===== src/rtl/noc_pkg.sv =====
// Shared NoC packet definitions: PE-side 33-bit packet layout and builders.
package noc_pkg;
  localparam int PKT_W = 33;
  localparam int ADDR_W = 4;
  localparam logic [ADDR_W-1:0] MEM_WRAPPER_ADDR = 4'd13;

  typedef enum logic {PKT_FILTER = 1'b0, PKT_IFMAP = 1'b1} pkt_type_e;

  typedef struct packed {
    pkt_type_e         typ;
    logic [ADDR_W-1:0] dst;
    logic [ADDR_W-1:0] src;
    logic [23:0]       payload;
  } noc_pkt_t;

  function automatic noc_pkt_t mk_filter_pkt(input logic [ADDR_W-1:0] dst,
                                             input logic [ADDR_W-1:0] src,
                                             input logic [23:0] row);
    noc_pkt_t p;
    p.typ     = PKT_FILTER;
    p.dst     = dst;
    p.src     = src;
    p.payload = row;
    return p;
  endfunction

  // Window arrives already zero-extended to the payload width.
  function automatic noc_pkt_t mk_ifmap_pkt(input logic [ADDR_W-1:0] dst,
                                            input logic [ADDR_W-1:0] src,
                                            input logic [23:0] win);
    noc_pkt_t p;
    p.typ     = PKT_IFMAP;
    p.dst     = dst;
    p.src     = src;
    p.payload = win;
    return p;
  endfunction
endpackage


===== src/rtl/pe_packet_dispatcher.sv =====
// Memory-wrapper source node: reads filter rows then ifmap windows and emits PE packets.
// Optional DISPATCH_STATS_EN adds saturating pkt_count / stall_count outputs.
module pe_packet_dispatcher
  import noc_pkg::*;
#(
  parameter int NUM_PE = 3,
  parameter int NUM_TS = 10,
  parameter int FILTER_W = 8,
  parameter int IFMAP_W = 9,
  parameter logic [ADDR_W-1:0] SRC_ADDR = MEM_WRAPPER_ADDR,
  parameter int IF_ADDR_W = 8
) (
  input  logic                  clk,
  input  logic                  rst_n,
  input  logic                  start,
  output logic                  busy,
  output logic                  done,
  output logic                  filter_rd_en,
  output logic [3:0]            filter_rd_addr,
  input  logic [3*FILTER_W-1:0] filter_rd_data,
  output logic                  ifmap_rd_en,
  output logic [IF_ADDR_W-1:0]  ifmap_rd_addr,
  input  logic [IFMAP_W-1:0]    ifmap_rd_data,
  output logic                  pkt_valid,
  input  logic                  pkt_ready,
  output logic [PKT_W-1:0]      pkt_data
`ifdef DISPATCH_STATS_EN
  ,
  output logic [15:0]           pkt_count,
  output logic [15:0]           stall_count
`endif
);

  localparam int TS_W = (NUM_TS > 1) ? $clog2(NUM_TS) : 1;
  localparam logic [3:0] LAST_PE = 4'(NUM_PE - 1);
  localparam logic [TS_W-1:0] LAST_TS = TS_W'(NUM_TS - 1);

  localparam logic [2:0] S_IDLE = 3'd0;
  localparam logic [2:0] S_RD   = 3'd1;
  localparam logic [2:0] S_CAP  = 3'd2;
  localparam logic [2:0] S_SEND = 3'd3;
  localparam logic [2:0] S_DONE = 3'd4;

  localparam logic PH_FILT = 1'b0;
  localparam logic PH_IFM  = 1'b1;

  if (NUM_PE < 1 || NUM_PE > 12) begin : g_chk_pe
    $error("NUM_PE must be in 1..12");
  end
  if (NUM_TS * NUM_PE > (1 << IF_ADDR_W)) begin : g_chk_addr
    $error("ifmap address ts*NUM_PE+pe does not fit IF_ADDR_W");
  end
  if (3 * FILTER_W != 24 || IFMAP_W > 24) begin : g_chk_payload
    $error("filter row must be 24 bits and ifmap window at most 24 bits");
  end

  logic [2:0]      state;
  logic            phase;
  logic [3:0]      pe_cnt;
  logic [TS_W-1:0] ts_cnt;

  // Strobes decode straight from the RD state so data lands while in CAP.
  assign filter_rd_en   = (state == S_RD) && (phase == PH_FILT);
  assign ifmap_rd_en    = (state == S_RD) && (phase == PH_IFM);
  assign filter_rd_addr = pe_cnt;
  assign ifmap_rd_addr  = IF_ADDR_W'(32'(ts_cnt) * 32'(NUM_PE) + 32'(pe_cnt));

  always_ff @(posedge clk) begin
    if (!rst_n) begin
      state     <= S_IDLE;
      phase     <= PH_FILT;
      pe_cnt    <= '0;
      ts_cnt    <= '0;
      busy      <= 1'b0;
      done      <= 1'b0;
      pkt_valid <= 1'b0;
      pkt_data  <= '0;
    end else begin
      done <= 1'b0;
      case (state)
        S_IDLE: if (start) begin
          phase  <= PH_FILT;
          pe_cnt <= '0;
          ts_cnt <= '0;
          busy   <= 1'b1;
          state  <= S_RD;
        end
        S_RD: state <= S_CAP;
        S_CAP: begin
          pkt_data  <= (phase == PH_FILT) ? mk_filter_pkt(pe_cnt, SRC_ADDR, filter_rd_data)
                                          : mk_ifmap_pkt(pe_cnt, SRC_ADDR, 24'(ifmap_rd_data));
          pkt_valid <= 1'b1;
          state     <= S_SEND;
        end
        S_SEND: if (pkt_ready) begin
          pkt_valid <= 1'b0;
          if (pe_cnt != LAST_PE) begin
            pe_cnt <= pe_cnt + 4'd1;
            state  <= S_RD;
          end else begin
            pe_cnt <= '0;
            if (phase == PH_FILT) begin
              phase <= PH_IFM;
              state <= S_RD;
            end else if (ts_cnt != LAST_TS) begin
              ts_cnt <= ts_cnt + 1'b1;
              state  <= S_RD;
            end else begin
              done  <= 1'b1;
              busy  <= 1'b0;
              state <= S_DONE;
            end
          end
        end
        S_DONE: state <= S_IDLE;
        default: state <= S_IDLE;
      endcase
    end
  end

`ifdef DISPATCH_STATS_EN
  always_ff @(posedge clk) begin
    if (!rst_n || (state == S_IDLE && start)) begin
      pkt_count   <= '0;
      stall_count <= '0;
    end else begin
      if (pkt_valid && pkt_ready && pkt_count != 16'hFFFF)
        pkt_count <= pkt_count + 16'd1;
      if (pkt_valid && !pkt_ready && stall_count != 16'hFFFF)
        stall_count <= stall_count + 16'd1;
    end
  end
`endif

endmodule


===== config.mk =====
export PLATFORM = sky130hd
export DESIGN_NAME = pe_packet_dispatcher
export DESIGN_NICKNAME = d
export VERILOG_FILES = /design/src/rtl/noc_pkg.sv /design/src/rtl/pe_packet_dispatcher.sv
export SDC_FILE = /design/constraint.sdc
export NUM_CORES = 1
export LEC_CHECK = 0
export CORE_MARGIN = 2
export CORE_UTILIZATION = 47
export DETAILED_ROUTE_END_ITERATION = 6
export PLACE_DENSITY = 0.95
export SYNTH_ARGS = -nofsm -noshare
export SYNTH_HDL_FRONTEND = slang
export SYNTH_SLANG_ARGS = --single-unit

===== constraint.sdc =====
create_clock -name clk -period 4 [get_ports clk]
set_input_delay 1.2 -clock clk [delete_from_list [all_inputs] [get_ports clk]]
set_output_delay 1.2 -clock clk [all_outputs]
set_load 0.01 [all_outputs]

### Word level (Yosys, flattened, before mapping)

Index checks and enable logic that the tools add are counted.

| operators by class | value |
|---|---|
| bitwise operators | 4 |
| reduce and logical (&&, ||, !) cells | 12 |
| muxes and demuxes | 29 |
| equality and inequality tests | 11 |
| $add $sub $neg | 3 |
| multipliers | 1 |

Operators by type and width:

| cell | number |
|---|---|
| $mux 33 | 1 |
| $mux 4 | 7 |
| $pmux 4 s2 | 2 |
| $mux 3 | 5 |
| $ne 2x2->1 const B | 6 |
| $pmux 3 s4 | 1 |
| $reduce_and 6->1 | 2 |
| $mux 1 | 10 |
| $add 4x1->4 const B | 2 |
| $add 6x4->7 | 1 |
| $eq 3x2->1 const B | 2 |
| $mul 4x2->6 const B | 1 |
| $pmux 1 s2 | 3 |
| $reduce_or 5->1 | 1 |
| $ne 4x2->1 const B | 1 |
| $ne 4x4->1 const B | 1 |
| $not 1->1 | 4 |
| $reduce_and 2->1 | 2 |
| $reduce_and 4->1 | 1 |
| $reduce_bool 2->1 | 2 |
| $eq 3x1->1 const B | 1 |
| $logic_not 3->1 | 1 |
| $reduce_and 3->1 | 1 |
| $logic_and 1x1->1 | 2 |

| word-level totals | value |
|---|---|
| output and inout port bits | 50 |
| word-level logic and storage cells | 68 |
| input port bits | 37 |
| flip-flop bits (word level) | 48 |

### Longest topological paths before layout

| logic depth | value |
|---|---|
| depth after elaboration | 6 |
| gate-level depth with buffers | 9 |
| depth with buffers taken out | 9 |

### Worst setup path after synthesis

Ideal clock, no wire load.

| path | value |
|---|---|
| path kind | reg2out |
| start point | reg pe_cnt[1], in the netlist filter_rd_addr[1] |
| end point | out ifmap_rd_addr[5] |
| data required time | 2.800 ns |
| path buffers | 0 |
| stages on the path, launching flop included | 10 |
| setup slack | 0.885 ns |
| arrival time | 1.915 ns |
| cell sequence | dfxtp_1 -> inv_1 -> fa_1 -> inv_1 -> ha_1 -> inv_1 -> fa_1 -> nor2b_1 -> o21ai_0 -> nand2b_1 |

| on the way | value |
|---|---|
| cells in the longest elaborated chain, start to end | 1 |

RTL lines:

| what | line | source |
|---|---|---|
| start, declared | pe_packet_dispatcher.sv:59 | `logic [3:0] pe_cnt;` |
| start signal, assigned | pe_packet_dispatcher.sv:98 | `pe_cnt <= pe_cnt + 4'd1;` |
| $add 6x4->7 | pe_packet_dispatcher.sv:66 | `assign ifmap_rd_addr = IF_ADDR_W'(32'(ts_cnt) * 32'(NUM_PE) + 32'(pe_cnt));` |
| end, declared | pe_packet_dispatcher.sv:22 | `output logic [IF_ADDR_W-1:0] ifmap_rd_addr,` |

Every way passes these cells.

### Final worst setup path

| path | value |
|---|---|
| start point | reg pe_cnt[1], in the netlist filter_rd_addr[1] |
| end point | out ifmap_rd_addr[3] |

Same word-level chain as after synthesis.

==> results.json <==
{
  "synth_simple_gate_area_share_pct": 20.8,
  "worst_slew_pin_slew_ps": 878,
  "drv_cap": 0,
  "async_flop_share_pct": 0,
  "cts_sinks": 45,
  "top_layer": "met4",
  "cts_buffer_depth": 2,
  "wl_um": 5250,
  "leakage_nw": 1.16,
  "ant_nets": 0,
  "gp_congestion": 0.854,
  "cts_buffers": 5,
  "grt_max_degree": 38,
  "syn_area_mm2": 0.00219,
  "startpoint_type": "register",
  "synth_mux_area_share_pct": 4.12,
  "worstPathMaxFanout": 7,
  "vias": 2032,
  "met2WireLength_um": 2690,
  "grt_setup_unrepaired": "false",
  "dpl.cell_count": 369,
  "fillers": 353,
  "postSynthCellCount": 251,
  "syn_to_final_growth_pct": 41.4,
  "holdCritPathClass": "reg2reg",
  "h-tree-depth": 2,
  "avgSynthCellArea_um2": 8.71,
  "synth_top_flop_cell": "dfxtp_1",
  "start_util_pct": 49.5,
  "synth_xor_xnor_area_share_pct": 0.801,
  "finalCritPeriodShare_pct": 95.2,
  "port_buffers": 83,
  "die_w_um": 72.2,
  "critPathLaunch": "filter_rd_addr[1]",
  "yosysSeqAreaShare_pct": 41.2,
  "setup_tns_ps": 0,
  "root_buffer": "clkbuf_8",
  "synthAdderAreaFrac_pct": 9.95,
  "wirelength_met1_um": 2110,
  "synth_edf_count": 0,
  "ys_types": 45,
  "first_iter_violations": 72,
  "placementRows": 24,
  "critPathArrivalTime_ps": 2610,
  "worstReg2RegStart": "state[1]",
  "grt_pass1_vias": 2019,
  "ioPinCount": 87,
  "grt.total_usage_pct": 21.2,
  "grt_first_pass_wirelength_um": 8780,
  "detail_route.first_pass.iterations": 4,
  "cp-end-kind": "output pin",
  "finalSetupViolCount": 0,
  "avgViaCountPerCell": 5.40,
  "core_mm2": 0.00441,
  "dr_wl_met3_um": 323,
  "clk_pin_slew_ps": 80,
  "hpwlAfterDp_um": 3930,
  "r2r_setup_slack_ps": 1880,
  "period_needed_ps": 3810,
  "die_area_mm2": 0.00522,
  "antenna_found_initial": 0,
  "worst_ep_required_time_ps": 2800,
  "final_common_cell": "clkdlybuf4s50_1",
  "cts_setup_buffers": 0,
  "crit_path_end": "ifmap_rd_addr[3]",
  "antenna_cells": 0,
  "reg2reg_depth": 4,
  "max_slew_margin_pct": 41.2,
  "fin_nets": 376,
  "report.final.slew_viol_count": 0,
  "worstHoldStart": "pkt_data[16]",
  "ys_warn_count": 0,
  "cellPowerDensity_mw_per_mm2": 297,
  "status": "complete, no violations",
  "synth_top_family_by_area": "simple AND/OR/NAND/NOR gates",
  "cts_tree": "done",
  "ys_seq_elements": 45,
  "synth_compound_area_share_pct": 15.1,
  "drive_gt1_share_pct": 5.86,
  "clock_skew_ps": 6.77,
  "die_height_um": 72.2,
  "rr_endpoint": "pkt_data[3]",
  "instances_no_fill": 376,
  "grt_overflow_total": 0,
  "wl_per_cell_um": 14.0,
  "clk_latency_ps": 290,
  "final_hold_viol_count": 0,
  "ir_drop_v": 0.000234,
  "max_clock_freq_mhz": 263,
  "most-common-layout-cells": "clkdlybuf4s50_1, dfxtp_1, nand2_1",
  "crit_type": "reg2out",
  "route.detailed.drc": 0
}
## logic make-up after synthesis
logic type	after synthesis
AND/OR/NAND/NOR	91
AO/OA/AOI/OAI	53
flip-flops	45
buffers and inverters	35
adder cells (fa/ha/maj)	15
multiplexers	9
XOR/XNOR	2
other	1
## Yosys cell counts (all sizes together), types with 2 or more instances
cell	count	share of area (%)
a211oi	10	3.4
a21oi	24	5.5
buf	16	4.6
clkbuf	6	1.0
dfxtp	45	41
fa	4	3.7
ha	11	6.3
inv	12	2.1
mux2i	9	4.1
nand2	32	5.8
nand2b	2	0.57
nand3	17	3.9
nand4	2	0.57
nor2	22	3.8
nor3	3	0.69
nor3b	2	1.2
nor4b	3	1.5
o21ai	7	1.6
o221a	2	1.0
o31ai	2	0.69
xnor2	2	0.80
## metal layers
layer | vias up | GRT usage, %
met2 | 71 | 36.5
met5 | - | 0
met3 | 10 | 5.83
met1 | 944 | 23.7
li1 | 1007 | -
met4 | 0 | 11.5
## power breakdown
| group | switching (mW) | internal, mW |
|---|---|---|
| Sequential | 0.0155 | 0.468 |
| Clock | 0.137 | 0.137 |
| Combinational | 0.0700 | 0.0918 |
| Total | 0.223 | 0.697 |
## critical path: stages (launching register included)
cell             delay, ps
dfxtp_4                390
inv_1                   70
fa_1                   470
inv_1                   70
ha_1                   160
inv_1                   50
fa_1                   400
xnor2_1                170
clkdlybuf4s50_1        560
## sequential cells by signal, indices dropped and copies added (netlist names)
register and count:
pkt_data 30, filter_rd_addr 4, ts_cnt 4, state 3
busy 1, done 1, phase 1, pkt_valid 1
## how the worst min path moves through the flow
stage / endpoint / slack, ps / depth (start not counted)
detailed placement: pkt_data[16] / 440 / 2
global route: pkt_data[11] / 480 / 2
CTS: pkt_data[16] / 450 / 2
global placement: pkt_data[15] / 440 / 2
finish: pkt_data[16] / 450 / 2
floorplan: pkt_data[10] / 480 / 2
## final cells by class
type	instances	area [um^2]	share of cell area [%]
Clock buffer	7	86.3	2.79
Inverter	13	48.8	1.58
Multi-Input combinational cell	173	1130	36.4
Sequential cell	45	910	29.4
Tap cell	52	65.1	2.10
Timing Repair Buffer	86	856	27.7
## through the flow
stage          power, mW  utilization [%]  setup WS [ps]  cell area, um^2  hold slack [ps]
6_report           0.920             70.1            194             3090              451
2_1_floorplan      0.571                -            885             2190              476
3_3_place_gp       0.654             67.9            418             3000              437
4_1_cts            0.927             69.9           19.6             3090              454
3_5_place_dp       0.657             67.9            254             3000              443
5_1_grt            0.963             70.1           79.1             3090              478
## timing repair
item,CTS,global route
endpoints found under the hold margin,0,0
endpoints found under the setup margin,1,1
hold buffers,0,0
gates cloned,0,0
resized for setup,3,3
Note: power is estimated with default switching activity, not from simulation.
